`config.mk`:
```
export PLATFORM = sky130hd
export DESIGN_NAME = apb2axi_rsp_collector_mt
export DESIGN_NICKNAME = d
export VERILOG_FILES = /design/src/rtl/apb2axi_rsp_collector_mt.sv
export SDC_FILE = /design/constraint.sdc
export NUM_CORES = 1
export LEC_CHECK = 0
export CAP_MARGIN = 20
export CELL_PAD_IN_SITES_DETAIL_PLACEMENT = 2
export CELL_PAD_IN_SITES_GLOBAL_PLACEMENT = 2
export CORE_ASPECT_RATIO = 2
export CORE_MARGIN = 2
export CORE_UTILIZATION = 31
export CTS_BUF_LIST = sky130_fd_sc_hd__clkbuf_2
export CTS_CLUSTER_SIZE = 8
export DETAILED_ROUTE_END_ITERATION = 6
export PLACE_DENSITY = 0.82
export SYNTH_ARGS = -nofsm -noshare
export SYNTH_HDL_FRONTEND = slang
export SYNTH_SLANG_ARGS = --single-unit
```
`constraint.sdc`:
```
create_clock -name aclk -period 3.37 [get_ports aclk]
set_clock_uncertainty 0.1 [all_clocks]
set_input_delay 0.674 -clock aclk [delete_from_list [all_inputs] [get_ports aclk]]
set_output_delay 0.674 -clock aclk [all_outputs]
set_load 0.05 [all_outputs]
```
`src/rtl/apb2axi_rsp_collector_mt.sv`:
```
// ---------------------------------------------------------------------------
// apb2axi_rsp_collector_mt
//
// Collects AXI3 read-data beats and write responses for a multi-tag bridge.
// Every accepted R beat is forwarded through a one-deep output register to a
// read-data FIFO. Per-tag burst state (beat count, sticky error, first
// non-OKAY resp, overrun) is kept while the burst is open. The last beat of a
// read burst and every B response each produce one completion-queue entry.
//
// Ports
//   aclk, aresetn              clock, synchronous active-low reset
//   rid_i .. rvalid_i, rready_o AXI3 R channel
//   bid_i, bresp_i, bvalid_i, bready_o   AXI3 B channel
//   rdf_*                      read-data FIFO push (valid/ready)
//   cq_*                       completion queue push (valid/ready)
//   stat_rd_cpl_o, stat_wr_cpl_o, stat_err_o   wrapping completion counters
// ---------------------------------------------------------------------------
module apb2axi_rsp_collector_mt #(
  parameter int TAG_W  = 4,
  parameter int DATA_W = 64,
  parameter int BEAT_W = 8,
  parameter int CNT_W  = 16
) (
  input  logic              aclk,
  input  logic              aresetn,
  input  logic [TAG_W-1:0]  rid_i,
  input  logic [DATA_W-1:0] rdata_i,
  input  logic [1:0]        rresp_i,
  input  logic              rlast_i,
  input  logic              rvalid_i,
  output logic              rready_o,
  input  logic [TAG_W-1:0]  bid_i,
  input  logic [1:0]        bresp_i,
  input  logic              bvalid_i,
  output logic              bready_o,
  output logic              rdf_vld_o,
  input  logic              rdf_rdy_i,
  output logic [TAG_W-1:0]  rdf_tag_o,
  output logic [DATA_W-1:0] rdf_data_o,
  output logic [1:0]        rdf_resp_o,
  output logic              rdf_last_o,
  output logic              cq_vld_o,
  input  logic              cq_rdy_i,
  output logic              cq_is_write_o,
  output logic [TAG_W-1:0]  cq_tag_o,
  output logic [1:0]        cq_resp_o,
  output logic              cq_error_o,
  output logic [BEAT_W-1:0] cq_num_beats_o,
  output logic              cq_overrun_o,
  output logic [CNT_W-1:0]  stat_rd_cpl_o,
  output logic [CNT_W-1:0]  stat_wr_cpl_o,
  output logic [CNT_W-1:0]  stat_err_o
);

  localparam int TAG_NUM = 2 ** TAG_W;
  localparam logic [BEAT_W-1:0] BEAT_ONE = BEAT_W'(1);
  localparam logic [BEAT_W-1:0] BEAT_MAX = '1;
  localparam logic [CNT_W-1:0]  CNT_ONE  = CNT_W'(1);

  logic              rdfVld_q;
  logic [TAG_W-1:0]  rdfTag_q;
  logic [DATA_W-1:0] rdfData_q;
  logic [1:0]        rdfResp_q;
  logic              rdfLast_q;

  logic [TAG_NUM-1:0]             tagInflight_q;
  logic [TAG_NUM-1:0][BEAT_W-1:0] tagCnt_q;
  logic [TAG_NUM-1:0]             tagErr_q;
  logic [TAG_NUM-1:0][1:0]        tagResp_q;
  logic [TAG_NUM-1:0]             tagOvr_q;

  logic              rdPend_q;
  logic [TAG_W-1:0]  rdTag_q;
  logic [1:0]        rdResp_q;
  logic              rdErr_q;
  logic [BEAT_W-1:0] rdBeats_q;
  logic              rdOvr_q;

  logic              wrPend_q;
  logic [TAG_W-1:0]  wrTag_q;
  logic [1:0]        wrResp_q;

  logic              lastGrant_q;

  logic              cqVld_q;
  logic              cqIsWrite_q;
  logic [TAG_W-1:0]  cqTag_q;
  logic [1:0]        cqResp_q;
  logic              cqErr_q;
  logic [BEAT_W-1:0] cqBeats_q;
  logic              cqOvr_q;

  logic [CNT_W-1:0]  statRd_q;
  logic [CNT_W-1:0]  statWr_q;
  logic [CNT_W-1:0]  statErr_q;

  logic              rAcc;
  logic              bAcc;
  logic              rdLoad;
  logic              cqFire;
  logic              cqLoad;
  logic              contested;
  logic              grantWr;
  logic              grantRd;
  logic              respBad;
  logic [BEAT_W-1:0] beatCnt_d;
  logic              beatErr_d;
  logic [1:0]        beatResp_d;
  logic              beatOvr_d;

  // A new R beat is only taken while the read completion slot is empty, so a
  // burst's last beat can never find the slot occupied.
  assign rready_o  = aresetn && (!rdfVld_q || rdf_rdy_i) && !rdPend_q;
  assign bready_o  = aresetn && !wrPend_q;
  assign rAcc      = rvalid_i && rready_o;
  assign bAcc      = bvalid_i && bready_o;
  assign rdLoad    = rAcc && rlast_i;
  assign respBad   = (rresp_i != 2'b00);

  // With both slots pending, last_grant=0 favours the write slot.
  assign cqFire    = cqVld_q && cq_rdy_i;
  assign cqLoad    = (!cqVld_q || cq_rdy_i) && (rdPend_q || wrPend_q);
  assign contested = rdPend_q && wrPend_q;
  assign grantWr   = cqLoad && wrPend_q && (!rdPend_q || !lastGrant_q);
  assign grantRd   = cqLoad && rdPend_q && !grantWr;

  // Burst state after folding in the beat currently on the R channel. The
  // first beat of a tag starts fresh; later beats accumulate, with the count
  // saturating at all-ones and flagging overrun.
  always_comb begin
    beatCnt_d  = BEAT_ONE;
    beatErr_d  = respBad;
    beatResp_d = rresp_i;
    beatOvr_d  = 1'b0;
    if (tagInflight_q[rid_i]) begin
      beatErr_d  = tagErr_q[rid_i] | respBad;
      beatResp_d = (tagResp_q[rid_i] == 2'b00) ? rresp_i : tagResp_q[rid_i];
      if (tagCnt_q[rid_i] == BEAT_MAX) begin
        beatCnt_d = BEAT_MAX;
        beatOvr_d = 1'b1;
      end else begin
        beatCnt_d = tagCnt_q[rid_i] + BEAT_ONE;
        beatOvr_d = tagOvr_q[rid_i];
      end
    end
  end

  // Read-data output register: reloads in the same cycle it drains.
  always_ff @(posedge aclk) begin
    if (!aresetn) begin
      rdfVld_q  <= 1'b0;
      rdfTag_q  <= '0;
      rdfData_q <= '0;
      rdfResp_q <= 2'b00;
      rdfLast_q <= 1'b0;
    end else if (rAcc) begin
      rdfVld_q  <= 1'b1;
      rdfTag_q  <= rid_i;
      rdfData_q <= rdata_i;
      rdfResp_q <= rresp_i;
      rdfLast_q <= rlast_i;
    end else if (rdf_rdy_i) begin
      rdfVld_q  <= 1'b0;
    end
  end

  // Per-tag burst tracking; the last beat hands its totals to the read slot
  // and returns the tag to idle.
  always_ff @(posedge aclk) begin
    if (!aresetn) begin
      tagInflight_q <= '0;
      tagCnt_q      <= '0;
      tagErr_q      <= '0;
      tagResp_q     <= '0;
      tagOvr_q      <= '0;
    end else if (rAcc) begin
      tagInflight_q[rid_i] <= !rlast_i;
      tagCnt_q[rid_i]      <= rlast_i ? '0 : beatCnt_d;
      tagErr_q[rid_i]      <= rlast_i ? 1'b0 : beatErr_d;
      tagResp_q[rid_i]     <= rlast_i ? 2'b00 : beatResp_d;
      tagOvr_q[rid_i]      <= rlast_i ? 1'b0 : beatOvr_d;
    end
  end

  // Pending completion slots. A load takes priority over the grant so a slot
  // freed and refilled in one cycle stays pending.
  always_ff @(posedge aclk) begin
    if (!aresetn) begin
      rdPend_q    <= 1'b0;
      rdTag_q     <= '0;
      rdResp_q    <= 2'b00;
      rdErr_q     <= 1'b0;
      rdBeats_q   <= '0;
      rdOvr_q     <= 1'b0;
      wrPend_q    <= 1'b0;
      wrTag_q     <= '0;
      wrResp_q    <= 2'b00;
      lastGrant_q <= 1'b0;
    end else begin
      if (rdLoad) begin
        rdPend_q  <= 1'b1;
        rdTag_q   <= rid_i;
        rdResp_q  <= beatResp_d;
        rdErr_q   <= beatErr_d;
        rdBeats_q <= beatCnt_d;
        rdOvr_q   <= beatOvr_d;
      end else if (grantRd) begin
        rdPend_q  <= 1'b0;
      end
      if (bAcc) begin
        wrPend_q  <= 1'b1;
        wrTag_q   <= bid_i;
        wrResp_q  <= bresp_i;
      end else if (grantWr) begin
        wrPend_q  <= 1'b0;
      end
      if (cqLoad && contested) begin
        lastGrant_q <= !lastGrant_q;
      end
    end
  end

  // Completion-queue output register.
  always_ff @(posedge aclk) begin
    if (!aresetn) begin
      cqVld_q     <= 1'b0;
      cqIsWrite_q <= 1'b0;
      cqTag_q     <= '0;
      cqResp_q    <= 2'b00;
      cqErr_q     <= 1'b0;
      cqBeats_q   <= '0;
      cqOvr_q     <= 1'b0;
    end else if (cqLoad) begin
      cqVld_q <= 1'b1;
      if (grantWr) begin
        cqIsWrite_q <= 1'b1;
        cqTag_q     <= wrTag_q;
        cqResp_q    <= wrResp_q;
        cqErr_q     <= (wrResp_q != 2'b00);
        cqBeats_q   <= '0;
        cqOvr_q     <= 1'b0;
      end else begin
        cqIsWrite_q <= 1'b0;
        cqTag_q     <= rdTag_q;
        cqResp_q    <= rdResp_q;
        cqErr_q     <= rdErr_q;
        cqBeats_q   <= rdBeats_q;
        cqOvr_q     <= rdOvr_q;
      end
    end else if (cqFire) begin
      cqVld_q <= 1'b0;
    end
  end

  // Statistics count completed handshakes and wrap naturally.
  always_ff @(posedge aclk) begin
    if (!aresetn) begin
      statRd_q  <= '0;
      statWr_q  <= '0;
      statErr_q <= '0;
    end else if (cqFire) begin
      if (cqIsWrite_q) begin
        statWr_q <= statWr_q + CNT_ONE;
      end else begin
        statRd_q <= statRd_q + CNT_ONE;
      end
      if (cqErr_q) begin
        statErr_q <= statErr_q + CNT_ONE;
      end
    end
  end

  assign rdf_vld_o      = rdfVld_q;
  assign rdf_tag_o      = rdfTag_q;
  assign rdf_data_o     = rdfData_q;
  assign rdf_resp_o     = rdfResp_q;
  assign rdf_last_o     = rdfLast_q;
  assign cq_vld_o       = cqVld_q;
  assign cq_is_write_o  = cqIsWrite_q;
  assign cq_tag_o       = cqTag_q;
  assign cq_resp_o      = cqResp_q;
  assign cq_error_o     = cqErr_q;
  assign cq_num_beats_o = cqBeats_q;
  assign cq_overrun_o   = cqOvr_q;
  assign stat_rd_cpl_o  = statRd_q;
  assign stat_wr_cpl_o  = statWr_q;
  assign stat_err_o     = statErr_q;

endmodule
```
# [After elaboration in Yosys (flattened, before gate mapping)]
# Cells that the tools add are included.
[totals] input_bits=83 out_inout_bits=140 latch_bits=0 elab_cells=151 romBits=0 memories=0 reg_bits=371 ramBits=0
[classes] magnitude_cmp=2 reduce_logical=36 eq_ne=1 bitwise_logic=2 mux=46 n_shift=0 multipliers=0 addsub=4 div_mod_pow=0
[ops] operator="$bwmux W128" n=1
[ops] operator="$add A16 B1 Y16 const B" n=3
[ops] operator="$bwmux W16" n=3
[ops] operator="$mux W8" n=6
[ops] operator="$bmux W8 S4" n=1
[ops] operator="$bwmux W32" n=1
[ops] operator="$demux W8 S4" n=1
[ops] operator="$mux W1" n=20
[ops] operator="$logic_and A1 B1 Y1" n=15
[ops] operator="$bmux W1 S4" n=3
[ops] operator="$mux W2" n=6
[ops] operator="$reduce_bool A2 Y1" n=6
[ops] operator="$add A8 B1 Y8 const B" n=1
[ops] operator="$bmux W2 S4" n=1
[ops] operator="$demux W2 S4" n=1
[ops] operator="$eq A8 B8 Y1 const B" n=1
[ops] operator="$logic_not A1 Y1" n=7
[ops] operator="$reduce_and A2 Y1" n=3
[ops] operator="$lt A4 B5 Y1 const B" n=1
[ops] operator="$demux W1 S4" n=1
[ops] operator="$ge A4 B1 Y1 const B" n=1
[ops] operator="$logic_or A1 B1 Y1" n=4
[ops] operator="$mux W4" n=1
[ops] operator="$logic_not A2 Y1" n=1
[ops] operator="2 further kinds" n=2

# [Logic depth before layout (Yosys ltp)]
[logic_depth] depth_word=9 mapped_depth=13 ltp_nobuf=8

# [Worst setup path after synthesis]
# Ideal clock, no wire load.
[synth_path] kind="input -> register" startpoint="input rid_i[0]" endpoint="register tagCnt_q[56] (netlist bit)" required_time_ps=3139 path_stages=12 arrival_time_ps=2972 setup_slack_ps=167 path_cell_list="buf_6 > buf_6 > buf_6 > mux4_2 > a22oi_1 > nand2_1 > ha_1 > nand3_2 > nor2_2 > o21bai_1 > buf_2 > o21ai_0"
[synth_between] elab_chain_cells=7 word_cells_on_any_way=15
[synth_lines] item="start: declaration" line_no="26" rtl="input logic [TAG_W-1:0] rid_i,"
[synth_lines] item="$bmux W8 S4" line_no="138, 142"
[synth_lines] item="$mux W8 (not written as such)" line_no="138, 142"
[synth_lines] item="$add A8 B1 Y8 or $eq A8 B8 Y1 (tied branches)" line_no="142, 138"
[synth_lines] item="$mux W8" line_no="138" rtl="if (tagCnt_q[rid_i] == BEAT_MAX) begin"
[synth_lines] item="$mux W8" line_no="135" rtl="if (tagInflight_q[rid_i]) begin"
[synth_lines] item="$mux W8" line_no="178" rtl="tagCnt_q[rid_i] <= rlast_i ? '0 : beatCnt_d;"
[synth_lines] item="$bwmux W128 *" line_no="178"
[synth_lines] item="end signal: indexed assignment" line_no="178"
[synth_lines] item="end: declaration" line_no="67" rtl="logic [TAG_NUM-1:0][BEAT_W-1:0] tagCnt_q;"
# Mark *: on every way between the ends. The rest lies on a longest branch, timed or not. The select of a mux whose other input is x is not followed.
# A chain may end at the register's enable or synchronous reset.

# [Final worst setup path]
[layout_path] startpoint="register rdfData_q[38] (netlist: rdf_data_o[38])" endpoint="output rdf_data_o[38]"
[layout_lines] item="start: declaration" line_no="62" rtl="logic [DATA_W-1:0] rdfData_q;"
[layout_lines] item="start signal: assignment" line_no="159" rtl="rdfData_q <= rdata_i;"
[layout_lines] item="end: declaration" line_no="39" rtl="output logic [DATA_W-1:0] rdf_data_o,"
# No word-level cell between the ends.

==> out/qor.yml <==
grtUsageTotal: 0.2578
fin_nets: 2043
tightest_slew_ns: 1.097
max_slew_margin: 0.2688
dr.pass1.iters: 6
cts_made_buffers: 87
grt_pass1_vias: 16560
vias: 14350
fin_crit_sh: 0.9573
critPathKind: "reg -> out"
syn_avg_cell_area_um2: 9.111
synthTopCellsByCount: "dfxtp_1, nand2_1, nand3_1"
synth_area_leaders: "dfxtp_1, nand3_1, nand2_1"
crit_path_end_kind: "primary output"
peakVddDrop_mv: 0.1970
maxSlewViolCount: 0
ys_seq_area_frac: 0.4902
synth.top_cell.area_share: 0.4902
syn_area_mm2: 0.01515
wl_met2_um: 36930
max_stage_delay_ns: 0.93
hpwl_um: 43520
path_cells: "clkdlybuf4s50_1"
start_util: 0.3133
globalRouteOverflowTotal: 0
synthFlopType: "dfxtp_1"
synth_seq_cells: 371
drc: 0
synthToLayoutAreaGrowth_pct: 28.44
critPathArrivalTime_ns: 2.45
ctsHoldBuffers: 36
rsz0062_at_grt: "no"
cts_root_buffer: "clkbuf_2"
final.fill_count: 5222
cts_buffer_depth: 3
cts_tree: "done"
hold_slack_ns: 0.008104
die_h_um: 316.6
clk-insertion-delay-late_ns: 1.11
critPathBufInv: 1
yosys_warnings: 0
met1_length_um: 21600
drt-total-wl_um: 66300
cts_resized: 0
timing.fmax_ghz: 0.3100
synth_largest_area_cell: "dfxtp_1"
hold_viol: 0
gp_congestion: 0.8599
cts_post_setup_buffers_inserted: 0
min_period_ns: 3.226
drv_cap: 0
synth_edf_count: 0
top_layer_used: "met5"
viasPerCell: 5.406
worst_path_max_delay_cell: "clkdlybuf4s50_1"
worst-endpoint-required_ns: 2.60
utilization: 0.4024
row_count: 114
cp_top_family: "buffers and inverters"
die_area_mm2: 0.05076
async_reset_ff_frac: 0
synth.most_common_cell: "dfxtp_1"
outcome: "complete, no violations"
path_clk_slew_ns: 0.16
dr_wl_met3_um: 2705
grt_max_degree: 184
critPathLaunchType: "flip-flop"
grt_pass1_wl_um: 100400
hp-class: "in -> reg"
ios: 223
synth_cells: 1663
post_drt_wl_per_cell_um: 24.97
worstPathMaxFanout: 2
io_buffers: 222
drive_gt1_frac: 0.1507
cts.sinks: 371
p_leak_nw: 7.010
die_w_um: 160.3
syn-num-nets: 1750
core-area_mm2: 0.04835
synthDistinctLibCells: 56
drtIter0Drc: 706
ant_nets: 0
antenna_found_initial: 4
h-tree-depth: 3
p_per_area_mw_per_mm2: 432.9
finalSetupViolCount: 0
routing by layer:
| layer | vias to the layer above | global-route usage |
|---|---|---|
| met1 | 7241 | 0.2269 |
| li1 | 6469 | - |
| met3 | 212 | 0.04840 |
| met2 | 430 | 0.5116 |
| met4 | 2 | 0.1900 |
| met5 | - | 0 |
power by group:
part           internal [mW]  switching, mW  leakage, nW
Clock                  0.970           1.95        0.560
Combinational          0.363          0.630         3.45
Sequential              4.46         0.0544         3.00
Total                   5.79           2.63         7.01
placed cells by master (no fill, tap or decap), types with 36 or more instances in the layout:
master | netlist | final
a21oi_1 | 121 | 121
buf_4 | 6 | 71
clkbuf_2 | 1 | 124
clkdlybuf4s50_1 | 0 | 217
dfxtp_1 | 371 | 371
dlygate4sd3_1 | 0 | 36
mux4_2 | 38 | 38
nand2_1 | 250 | 249
nand3_1 | 207 | 207
nor2_1 | 116 | 116
o21ai_0 | 151 | 151
state kept, by name, indices dropped and copies added, names as in the netlist, 2 cells and up:
| name | flops |
|---|---|
| tagResp_q | 32 |
| stat_err_o | 16 |
| rdResp_q | 2 |
| rdf_data_o | 64 |
| tagInflight_q | 16 |
| wrResp_q | 2 |
| wrTag_q | 4 |
| tagErr_q | 16 |
| rdf_tag_o | 4 |
| cq_num_beats_o | 8 |
| tagCnt_q | 128 |
| rdBeats_q | 8 |
| stat_wr_cpl_o | 16 |
| rdf_resp_o | 2 |
| tagOvr_q | 16 |
| stat_rd_cpl_o | 16 |
| cq_resp_o | 2 |
| cq_tag_o | 4 |
| rdTag_q | 4 |
layout make-up:
| type | instances | area [µm²] | share of cell area |
|---|---|---|---|
| sequential | 371 | 7427 | 0.3817 |
| multi-input combinational | 1146 | 7027 | 0.3611 |
| timing repair buffer | 345 | 3471 | 0.1784 |
| tap | 638 | 798.3 | 0.04102 |
| clock buffer | 124 | 620.6 | 0.03189 |
| clock inverter | 19 | 75.07 | 0.003858 |
| inverter | 5 | 23.77 | 0.001222 |
| antenna | 7 | 17.52 | 0.0009001 |
stage by stage:
step | instances | setup TNS [ns] | cell area (µm²) | total power, mW | worst slack (ns)
after floorplan | 1663 | 0 | 15150 | 5.127 | 0.1671
after global placement | 2469 | -3.883 | 18390 | 5.499 | -0.1043
after detailed placement | 2469 | -23.02 | 18390 | 5.532 | -0.4212
after CTS | 2648 | 0 | 19440 | 8.445 | 0.09034
after global routing | 2655 | 0 | 19460 | 8.788 | 0.01980
final | 2655 | 0 | 19460 | 8.424 | 0.1438
path summary, 6_finish.rpt:
kind                        from              to  slack (ns)  cells past startpoint
setup reg to reg    tagCnt_q[13]   tagCnt_q[125]        0.53                      8
hold / removal       rdata_i[53]  rdf_data_o[53]       0.008                      3
hold reg to reg     rdBeats_q[3]    rdBeats_q[3]        0.37                      2
setup / recovery  rdf_data_o[38]  rdf_data_o[38]        0.14                      1
cell families (layout without fill, tap and decap cells):
group / Yosys count / count (layout) / share of synthesized area
xor+xnor: 39 / 39 / 0.02255
compound gates: 364 / 364 / 0.1365
buf+inv: 146 / 493 / 0.04658
fa+ha+maj: 4 / 4 / 0.003303
other cells: 0 / 7 / 0
flops: 371 / 371 / 0.4902
mux: 77 / 77 / 0.1022
simple gates: 662 / 662 / 0.1987
Note: power is estimated with default switching activity, not from simulation.
